**config.mk**
```make
export PLATFORM = sky130hd
export DESIGN_NAME = fetch_stage_flat
export DESIGN_NICKNAME = d
export VERILOG_FILES = /design/src/rtl/fetch_stage_pkg.sv /design/src/rtl/fetch_stage_if.sv /design/src/rtl/fetch_hold_buf.sv /design/src/rtl/fetch_stage.sv /design/src/flat_wrapper.sv
export SDC_FILE = /design/constraint.sdc
export NUM_CORES = 1
export LEC_CHECK = 0
export ABC_AREA = 0
export CAP_MARGIN = 20
export CORE_UTILIZATION = 40
export CTS_BUF_LIST = sky130_fd_sc_hd__clkbuf_16
export CTS_CLUSTER_SIZE = 8
export DETAILED_ROUTE_END_ITERATION = 7
export PLACE_DENSITY_LB_ADDON = 0.12
export RECOVER_POWER = 50
export SYNTH_ARGS = -nofsm -noshare
export SYNTH_HDL_FRONTEND = slang
export SYNTH_SLANG_ARGS = --single-unit
```
**constraint.sdc**
```tcl
create_clock -name CLK -period 7.15 [get_ports CLK]
set_input_delay 1.0725 -clock CLK [delete_from_list [all_inputs] [get_ports CLK]]
set_output_delay 1.0725 -clock CLK [all_outputs]
set_load 0.02 [all_outputs]
```
**src/rtl/fetch_stage_pkg.sv**
```systemverilog
// Shared definitions for the IF stage.
// The hazard unit also uses these definitions, for bubble detection.
//   fetch_state_e  : fetch FSM state encoding
//   NopWord        : bubble instruction placed in IF/ID (andeq r0,r0,r0)
//   ResetPcDefault : default PC loaded on reset
package fetch_stage_pkg;

  typedef enum logic [1:0] {
    StFetch  = 2'd0,
    StHold   = 2'd1,
    StSquash = 2'd2
  } fetch_state_e;

  localparam logic [31:0] NopWord        = 32'h0000_0000;
  localparam logic [31:0] ResetPcDefault = 32'h0000_0000;

  // Branch targets are always word aligned; the low bits are dropped.
  function automatic logic [31:0] align_word(input logic [31:0] addr);
    return addr & 32'hFFFF_FFFC;
  endfunction

endpackage

```
**src/rtl/fetch_stage_if.sv**
```systemverilog
// Instruction memory req/ack bus between the fetch stage and instruction RAM.
//   imem_req   : fetch request (master -> slave)
//   imem_addr  : word-aligned fetch byte address (master -> slave)
//   imem_ack   : one-cycle pulse, imem_rdata valid (slave -> master)
//   imem_rdata : fetched instruction word (slave -> master)
interface fetch_stage_if;
  logic        imem_req;
  logic [31:0] imem_addr;
  logic        imem_ack;
  logic [31:0] imem_rdata;

  modport master (
    output imem_req,
    output imem_addr,
    input  imem_ack,
    input  imem_rdata
  );

  modport slave (
    input  imem_req,
    input  imem_addr,
    output imem_ack,
    output imem_rdata
  );
endinterface

```
**src/rtl/fetch_hold_buf.sv**
```systemverilog
// One-entry {inst, pc4} buffer. It parks a word that arrived while decode was stalled.
//   clk_i, rst_i     : clock, asynchronous active-high reset
//   load_i           : capture inst_i/pc4_i and set full
//   clear_i          : empty the buffer (load wins if both are set)
//   inst_i, pc4_i    : word to capture
//   inst_o, pc4_o    : buffered word
//   full_o           : buffer holds a word
module fetch_hold_buf (
  input  logic        clk_i,
  input  logic        rst_i,
  input  logic        load_i,
  input  logic        clear_i,
  input  logic [31:0] inst_i,
  input  logic [31:0] pc4_i,
  output logic [31:0] inst_o,
  output logic [31:0] pc4_o,
  output logic        full_o
);
  import fetch_stage_pkg::*;

  logic [31:0] inst_q, inst_d;
  logic [31:0] pc4_q, pc4_d;
  logic        full_q, full_d;

  always_comb begin
    inst_d = inst_q;
    pc4_d  = pc4_q;
    full_d = full_q;
    if (load_i) begin
      inst_d = inst_i;
      pc4_d  = pc4_i;
      full_d = 1'b1;
    end else if (clear_i) begin
      inst_d = NopWord;
      pc4_d  = 32'h0;
      full_d = 1'b0;
    end
  end

  always_ff @(posedge clk_i or posedge rst_i) begin
    if (rst_i) begin
      inst_q <= NopWord;
      pc4_q  <= 32'h0;
      full_q <= 1'b0;
    end else begin
      inst_q <= inst_d;
      pc4_q  <= pc4_d;
      full_q <= full_d;
    end
  end

  assign inst_o = inst_q;
  assign pc4_o  = pc4_q;
  assign full_o = full_q;

endmodule

```
**src/rtl/fetch_stage.sv**
```systemverilog
// IF stage. It owns the PC, fetches over the imem req/ack bus and loads the IF/ID register.
//   CLK, CLR    : clock, asynchronous active-high reset
//   stall       : hazard unit, hold PC and IF/ID
//   br_taken    : taken-branch redirect from EX
//   br_target   : redirect address (low two bits ignored)
//   imem        : instruction memory bus (master side)
//   pc          : current fetch PC
//   ifid_inst   : IF/ID instruction
//   ifid_pc4    : IF/ID PC+4
//   ifid_valid  : IF/ID holds a real instruction
module fetch_stage
  import fetch_stage_pkg::*;
#(
  parameter logic [31:0] RESET_PC = ResetPcDefault,
  parameter logic [31:0] NOP_WORD = NopWord
) (
  input  logic                 CLK,
  input  logic                 CLR,
  input  logic                 stall,
  input  logic                 br_taken,
  input  logic [31:0]          br_target,
  fetch_stage_if.master        imem,
  output logic [31:0]          pc,
  output logic [31:0]          ifid_inst,
  output logic [31:0]          ifid_pc4,
  output logic                 ifid_valid
);

  fetch_state_e state_q;
  logic [31:0]  pc_q;
  logic         req_q;
  logic [31:0]  redirect_q;
  logic [31:0]  ifid_inst_q;
  logic [31:0]  ifid_pc4_q;
  logic         ifid_valid_q;

  logic [31:0]  tgt;
  logic [31:0]  pc_plus4;
  logic         ack_v;
  logic         hb_load;
  logic         hb_clear;
  logic [31:0]  hb_inst;
  logic [31:0]  hb_pc4;
  logic         hb_full;

  assign tgt      = align_word(br_target);
  assign pc_plus4 = pc_q + 32'd4;  // wraps modulo 2^32
  // An ack only counts against a request that is actually on the bus; this also
  // swallows a stale ack in the first cycle after reset.
  assign ack_v    = imem.imem_ack & req_q;

  assign hb_load  = (state_q == StFetch) && ack_v && stall && !br_taken;
  assign hb_clear = (state_q == StHold) && (br_taken || !stall);

  fetch_hold_buf u_hold_buf (
    .clk_i   (CLK),
    .rst_i   (CLR),
    .load_i  (hb_load),
    .clear_i (hb_clear),
    .inst_i  (imem.imem_rdata),
    .pc4_i   (pc_plus4),
    .inst_o  (hb_inst),
    .pc4_o   (hb_pc4),
    .full_o  (hb_full)
  );

  always_ff @(posedge CLK or posedge CLR) begin
    if (CLR) begin
      state_q      <= StFetch;
      pc_q         <= RESET_PC;
      req_q        <= 1'b0;
      redirect_q   <= RESET_PC;
      ifid_inst_q  <= NOP_WORD;
      ifid_pc4_q   <= 32'h0;
      ifid_valid_q <= 1'b0;
    end else begin
      unique case (state_q)
        StFetch: begin
          req_q <= 1'b1;
          if (br_taken) begin
            ifid_inst_q  <= NOP_WORD;
            ifid_pc4_q   <= 32'h0;
            ifid_valid_q <= 1'b0;
            if (ack_v) begin
              pc_q <= tgt;
            end else begin
              // Old request is still in flight; keep it stable and drop its data.
              redirect_q <= tgt;
              state_q    <= StSquash;
            end
          end else if (stall) begin
            if (ack_v) begin
              pc_q    <= pc_plus4;
              state_q <= StHold;
              req_q   <= 1'b0;
            end
          end else if (ack_v) begin
            ifid_inst_q  <= imem.imem_rdata;
            ifid_pc4_q   <= pc_plus4;
            ifid_valid_q <= 1'b1;
            pc_q         <= pc_plus4;
          end else begin
            ifid_inst_q  <= NOP_WORD;
            ifid_pc4_q   <= 32'h0;
            ifid_valid_q <= 1'b0;
          end
        end

        StHold: begin
          if (br_taken) begin
            ifid_inst_q  <= NOP_WORD;
            ifid_pc4_q   <= 32'h0;
            ifid_valid_q <= 1'b0;
            pc_q         <= tgt;
            state_q      <= StFetch;
            req_q        <= 1'b1;
          end else if (!stall) begin
            ifid_inst_q  <= hb_inst;
            ifid_pc4_q   <= hb_pc4;
            ifid_valid_q <= hb_full;
            state_q      <= StFetch;
            req_q        <= 1'b1;
          end
        end

        StSquash: begin
          if (br_taken) begin
            redirect_q <= tgt;
          end
          if (ack_v) begin
            // Latest redirect wins, including one arriving with the ack.
            pc_q    <= br_taken ? tgt : redirect_q;
            state_q <= StFetch;
          end
        end

        default: begin
          state_q <= StFetch;
          req_q   <= 1'b0;
        end
      endcase
    end
  end

  assign imem.imem_req  = req_q;
  assign imem.imem_addr = pc_q;
  assign pc             = pc_q;
  assign ifid_inst      = ifid_inst_q;
  assign ifid_pc4       = ifid_pc4_q;
  assign ifid_valid     = ifid_valid_q;

endmodule
```
**src/flat_wrapper.sv**
```systemverilog
// flat-port wrapper written by rule: the top's interface ports become plain ports
module fetch_stage_flat import fetch_stage_pkg::*;
#(
  parameter logic [31:0] RESET_PC = ResetPcDefault,
  parameter logic [31:0] NOP_WORD = NopWord
)
  (CLK, CLR, stall, br_taken, br_target, pc, ifid_inst, ifid_pc4, ifid_valid, imem_imem_req, imem_imem_addr, imem_imem_ack, imem_imem_rdata);
  fetch_stage_if imem_i ();
  input  logic CLK;
  input  logic CLR;
  input  logic stall;
  input  logic br_taken;
  input  logic [31:0] br_target;
  output logic [31:0] pc;
  output logic [31:0] ifid_inst;
  output logic [31:0] ifid_pc4;
  output logic ifid_valid;
  output wire logic [$bits(imem_i.imem_req)-1:0] imem_imem_req;
  output wire logic [$bits(imem_i.imem_addr)-1:0] imem_imem_addr;
  input wire logic [$bits(imem_i.imem_ack)-1:0] imem_imem_ack;
  input wire logic [$bits(imem_i.imem_rdata)-1:0] imem_imem_rdata;
  assign imem_imem_req = imem_i.imem_req;
  assign imem_imem_addr = imem_i.imem_addr;
  assign imem_i.imem_ack = imem_imem_ack;
  assign imem_i.imem_rdata = imem_imem_rdata;
  fetch_stage #(.RESET_PC(RESET_PC), .NOP_WORD(NOP_WORD)) u_core (.CLK(CLK), .CLR(CLR), .stall(stall), .br_taken(br_taken), .br_target(br_target), .imem(imem_i), .pc(pc), .ifid_inst(ifid_inst), .ifid_pc4(ifid_pc4), .ifid_valid(ifid_valid));
endmodule
```
Yosys cells after proc, flatten, opt, wreduce, memory -nomap -nowiden

Cells that the tools add are included.

Equal/unequal tests: 12
Reduce and logical (&&, ||, !) cells: 17
Multiplexer cells: 47
Shift-type cells: 0
Bitwise gates (word level): 2
Magnitude comparators: 0
Multiply operators: 0
Div/mod/pow operators: 0
Add/subtract/negate cells: 1

Operators with widths:

| operator                                                        | number |
|---|---|
| 32-bit 2-to-1 mux                                               | 21 |
| 32-bit case mux with 2 select lines                             | 3 |
| 32-bit case mux with 3 select lines                             | 1 |
| 32-bit by 3-bit adder with 32-bit output, second input constant | 1 |
| 2-bit 2-to-1 mux                                                | 7 |
| 1-bit 2-to-1 mux                                                | 12 |
| 3-bit != test, second input constant                            | 4 |
| 2-bit != test, second input constant                            | 3 |
| 2-bit case mux with 3 select lines                              | 1 |
| 3-bit AND reduction                                             | 2 |
| 2-bit nonzero test                                              | 3 |
| 5-bit AND reduction                                             | 1 |
| 1-bit logical AND                                               | 4 |
| 2-bit by 1-bit != test with 1-bit output, second input constant | 2 |
| 4-bit AND reduction                                             | 1 |
| 3-bit by 2-bit != test with 1-bit output, second input constant | 1 |
| 1-bit case mux with 3 select lines                              | 1 |
| 3-bit nonzero test                                              | 1 |
| 2-bit by 1-bit == test with 1-bit output, second input constant | 1 |
| 2-bit == test, second input constant                            | 1 |
| 1-bit logical NOT                                               | 2 |
| 2-bit logical NOT                                               | 1 |
| 1-bit case mux with 2 select lines                              | 1 |
| 2-bit AND reduction                                             | 1 |
| other kinds (3)                                                 | 3 |

Memories: 0
Register bits: 197
RAM bits: 0
Logic and storage cells: 89
Bits in read-only memories: 0
Output and inout bits: 130
Bits of input ports: 69
Latch bits: 0

Depth between registers and ports, before layout

Depth after elaboration: 5
Depth in mapped cells: 10
Mapped depth without buffers: 7

Modules after synthesis

A second synthesis with hierarchy kept.

Cell total of the unflattened synthesis: 1036
Area, all modules: 10069.7 µm²

By module, submodules not included:

| module         | instances | sequential area each (µm²) | area each (µm²) | cells each |
|---|---|---|---|---|
| fetch_stage    | 1         | 3303.2                     | 7526.0          | 820 |
| fetch_hold_buf | 1         | 1626.6                     | 2543.7          | 216 |

Worst setup path before layout

Ideal clock, no wire load.

Path kind: input to register
Start point: input br_taken
End point: register u_core.redirect_q[3]
Required time: 7025 ps
Setup slack: 4715 ps
Setup time: 125 ps
Arrival time: 2310 ps
Path buffers: 3
Stages on the path: 6
Cell sequence: buf_4 -> buf_4 -> o21ai_0 -> nor2_1 -> buf_2 -> mux2_2

Longest elaborated chain between the ends: 2
Elaborated cells between the ends (all ways): 4
Classes of those cells: eq/ne: 1; mux: 2; reduce/logical: 1

RTL lines:

| what                                                                       | RTL line           | text |
|---|---|---|
| start: declaration                                                         | flat_wrapper.sv:12 | `input logic br_taken;` |
| 32-bit 2-to-1 mux or 2-bit != test (tied branches)                         | --                 |  |
| 32-bit case mux with 2 select lines or 3-bit AND reduction (tied branches) | --                 |  |
| end signal: assignment                                                     | fetch_stage.sv:88  | `redirect_q <= tgt;` |
| end signal: assignment                                                     | fetch_stage.sv:128 | `redirect_q <= tgt;` |
| end: declaration                                                           | fetch_stage.sv:32  | `logic [31:0] redirect_q;` |

Several ways; a longest one is shown, not always the timed one.
A chain may end at the register's enable or synchronous reset.

Worst setup path after layout

Start point: input br_taken
End point: register u_core.ifid_pc4_q[8], in the netlist u_core.ifid_pc4[8]

Longest elaborated chain between the ends: 2
Elaborated cells between the ends (all ways): 6
Classes of those cells: eq/ne: 2; mux: 3; reduce/logical: 1

RTL lines:

| what                                                                                 | RTL line           | text |
|---|---|---|
| 3-bit != test (no line) (tied with other cells)                                      | --                 |  |
| 3-bit AND reduction (no line) or 32-bit case mux with 2 select lines (tied branches) | --                 |  |
| end signal: assignment                                                               | fetch_stage.sv:99  | `ifid_pc4_q <= pc_plus4;` |
| end signal: assignment                                                               | fetch_stage.sv:119 | `ifid_pc4_q <= hb_pc4;` |
| end: declaration                                                                     | fetch_stage.sv:34  | `logic [31:0] ifid_pc4_q;` |

Several ways; a longest one is shown, not always the timed one.

==> metrics <==
Syn Nets=1158; vias in the first global route=7889; Routed WL per cell=19.42 um; WL final=29790 um; EDFF count, synth=0; VDD IR max=0.0002120 V; async set or reset register ratio after synthesis=100.0%; outcome=complete, but fails checks; Synth Cell Area=10230 um2; crit path cell chain=clkbuf_1 -> nand2b_1 -> o21ai_4 -> clkbuf_1 -> o21ai_0; switching share of total power=44.55%; GRT Total Usage=22.97%; Fillers=2421; FMAX=210.9 MHz; Top FF cell, synth=dfrtp_1; CTS resizes=0; initial core utilization=40.73%; Avg Inst Size Synth=9.434 um2; WHS Path Cells=2; sequential fraction of the synthesis area=48.21%; Yosys warnings=0; DRT Pass-1 Iters=6; Worst-path clk slew=0.08 ns; worst path required time=7.33 ns; reg2reg start=u_core.state_q[1]$_DFFE_PP0P_; largest net degree at the start of global routing=129; critical path's largest stage delay=2.30 ns; routed vias/inst=5.585; worst-case clock buffer depth=2; Initial DRC Count=912; reg2reg setup slack=2.71 ns; gr ovfl total=0; Setup crit start kind=input port; Syn-to-layout area delta=24.30%; skew final=0.01117 ns; Setup TNS=0 ns; CTS Sinks=197; R2R Path End=u_core.ifid_pc4[8]$_DFFE_PP0P_; Power per Cell Area=468.8 nW/um2; Tmin final=4.741 ns; Hold Path Sink=u_core.ifid_pc4[26]$_DFFE_PP0P_; net switching power=2.654 mW; max_slew headroom=-116.6%; chip width=161.9 um; reg2reg path depth=5; Placer Congestion=0.7915; Post-CTS Setup Repair Bufs=0; cell mode on critical path=clkbuf_1; Final Setup Violations=0; crit-path max FO=67; standard-cell row count=58; initial antenna violation count=0; die height=161.9 um; most common cell after layout, fill and taps aside=dfrtp_1; Tcrit/Tclk final=66.30%; total CTS buffers=17; first-pass GRT wire length=46850 um; die area=26210 um2; hold_sp=u_core.ifid_pc4[26]$_DFFE_PP0P_; failing checks=max-capacitance violations, max-slew violations; kind of critical path=input port to flop; TritonCTS clock tree=built; Fin. Hold Viols=0; Worst path slowest cell=clkbuf_1; Vias=8568; Routed Antenna Nets=0; pre-CTS setup slack=3.707 ns; WP buf/inv=2; max-cap viol count=5; share of power burned in the clock network=16.8%; CP Data Arrival Time=4.92 ns; power share of the combinational group=49.5%; Worst-Margin Slew=3.249 ns; unrepaired setup endpoints after global routing=no; IO buf count=196; Post-layout nets=1265; Crit path max-delay family=buffers and inverters; worst hold path class=flop to flop; Boundary Pins=199; Core Region=25110 um2; Max H-tree Level=4; post-synthesis cell type count=65; Syn Inst Count=1084; Root Driver=clkbuf_16; detailed placer's ending HPWL=18520 um; layout cells sized above 1=9.219%; crit path capture type=flop; Final Max Slew Viols=231; commonest cells after routing, fill and taps aside=dfrtp_1 (197), nand2_1 (116), clkdlybuf4s50_1 (107); #FFs+latches synth=197; hold_buf cts=0; Reg power frac=33.7%; DRC=0; Pint=3.305 mW; final worst slack=2.409 ns; hold_ws=0.4740 ns; Skew-Pair Late Insertion Delay=0.44 ns; leakage=5.590 nW; ant diodes=0
[state kept, by name, summed over array words and instances, names as in the netlist]
signal	cells
u_core.u_hold_buf.full_o	1
u_core.u_hold_buf.inst_o	32
u_core.ifid_inst	32
u_core.ifid_pc4	32
u_core.imem.imem_addr	32
u_core.imem.imem_req	1
u_core.ifid_valid	1
u_core.u_hold_buf.pc4_o	32
u_core.redirect_q	32
u_core.state_q	2
[layer usage]
layer	routed length, um	track usage, %
met2	13370	34.59
met4	480	6.518
met5	0	0
met3	1629	2.783
met1	14310	34.50
[Yosys cell counts (14+ instances only)]
master	instances	share of area, %
dfrtp_1	197	48
nand2_1	118	4.3
nor2_1	106	3.9
nand3_1	86	4.2
o21ai_0	67	3.3
a21oi_1	61	3.0
clkbuf_1	49	1.8
a221oi_1	46	3.9
buf_4	42	3.1
mux2_2	39	4.3
and3_1	23	1.4
buf_2	22	1.1
inv_1	16	0.59
xnor2_1	16	1.4
mux2i_1	14	1.4
[cell type report]
class | instances | area [um2] | share of cell area, %
clock buffers | 17 | 425.4 | 3.347
clock inverters | 15 | 191.4 | 1.506
inverters | 17 | 71.32 | 0.5611
multi-input cells | 748 | 4631 | 36.43
flip-flops and latches | 197 | 4930 | 38.78
well taps | 330 | 412.9 | 3.248
repair buffers | 210 | 2049 | 16.12
[worst max-delay path by stage]
| stage | from | endpoint | slack (ns) | depth (start not counted) |
|---|---|---|---|---|
| 2_1_floorplan | CLR | u_core.ifid_inst[0]$_DFFE_PP0P_ | 0.71 | 1 |
| 3_3_place_gp | br_taken | u_core.imem.imem_addr[16]$_DFFE_PP0P_ | 3.75 | 7 |
| 3_5_place_dp | br_taken | u_core.imem.imem_addr[20]$_DFFE_PP0P_ | 3.71 | 7 |
| 4_1_cts | u_core.state_q[1]$_DFFE_PP0P_ | u_core.imem.imem_addr[24]$_DFFE_PP0P_ | 3.90 | 7 |
| 5_1_grt | br_taken | u_core.ifid_pc4[7]$_DFFE_PP0P_ | 1.97 | 5 |
| 6_report | br_taken | u_core.ifid_pc4[8]$_DFFE_PP0P_ | 2.41 | 5 |
[stage by stage]
step           cells  instance area (um2)  utilization, %  power, mW
2_1_floorplan   1084                10230               -      3.929
3_3_place_gp    1502                12110           48.23      4.996
3_5_place_dp    1502                12110           48.23      5.041
4_1_cts         1534                12730           50.68      6.060
5_1_grt         1534                12710           50.62      6.357
6_report        1534                12710           50.62      5.959
[tightest hold or removal path, delay by kind of cell (launching register included)]
kind	cells	cell delay, ns
DFF	1	0.34
and+or+nand+nor	2	0.10
[power by group through the flow]
| stage | clock network (mW) | logic (mW) | registers [mW] |
|---|---|---|---|
| 5_1_grt | 1.07 | 3.22 | 2.07 |
| 3_3_place_gp | 0 | 2.98 | 2.02 |
| 6_report | 1.00 | 2.95 | 2.01 |
| 4_1_cts | 1.03 | 3.02 | 2.01 |
| 3_5_place_dp | 0 | 3.01 | 2.04 |
| 2_1_floorplan | 0 | 1.73 | 2.20 |
[cells by family (layout without fill, tap and decap cells)]
kind of cell | Yosys count | count (layout) | synth area share, %
XOR/XNOR | 24 | 24 | 2.056
AO/OA/AOI/OAI | 271 | 271 | 17.83
adder cells (fa/ha/maj) | 5 | 5 | 0.6118
flip-flops | 197 | 197 | 48.21
AND/OR/NAND/NOR | 395 | 395 | 18.65
multiplexers | 53 | 53 | 5.665
buffers and inverters | 139 | 259 | 6.986
Note: power is estimated with default switching activity, not from simulation.
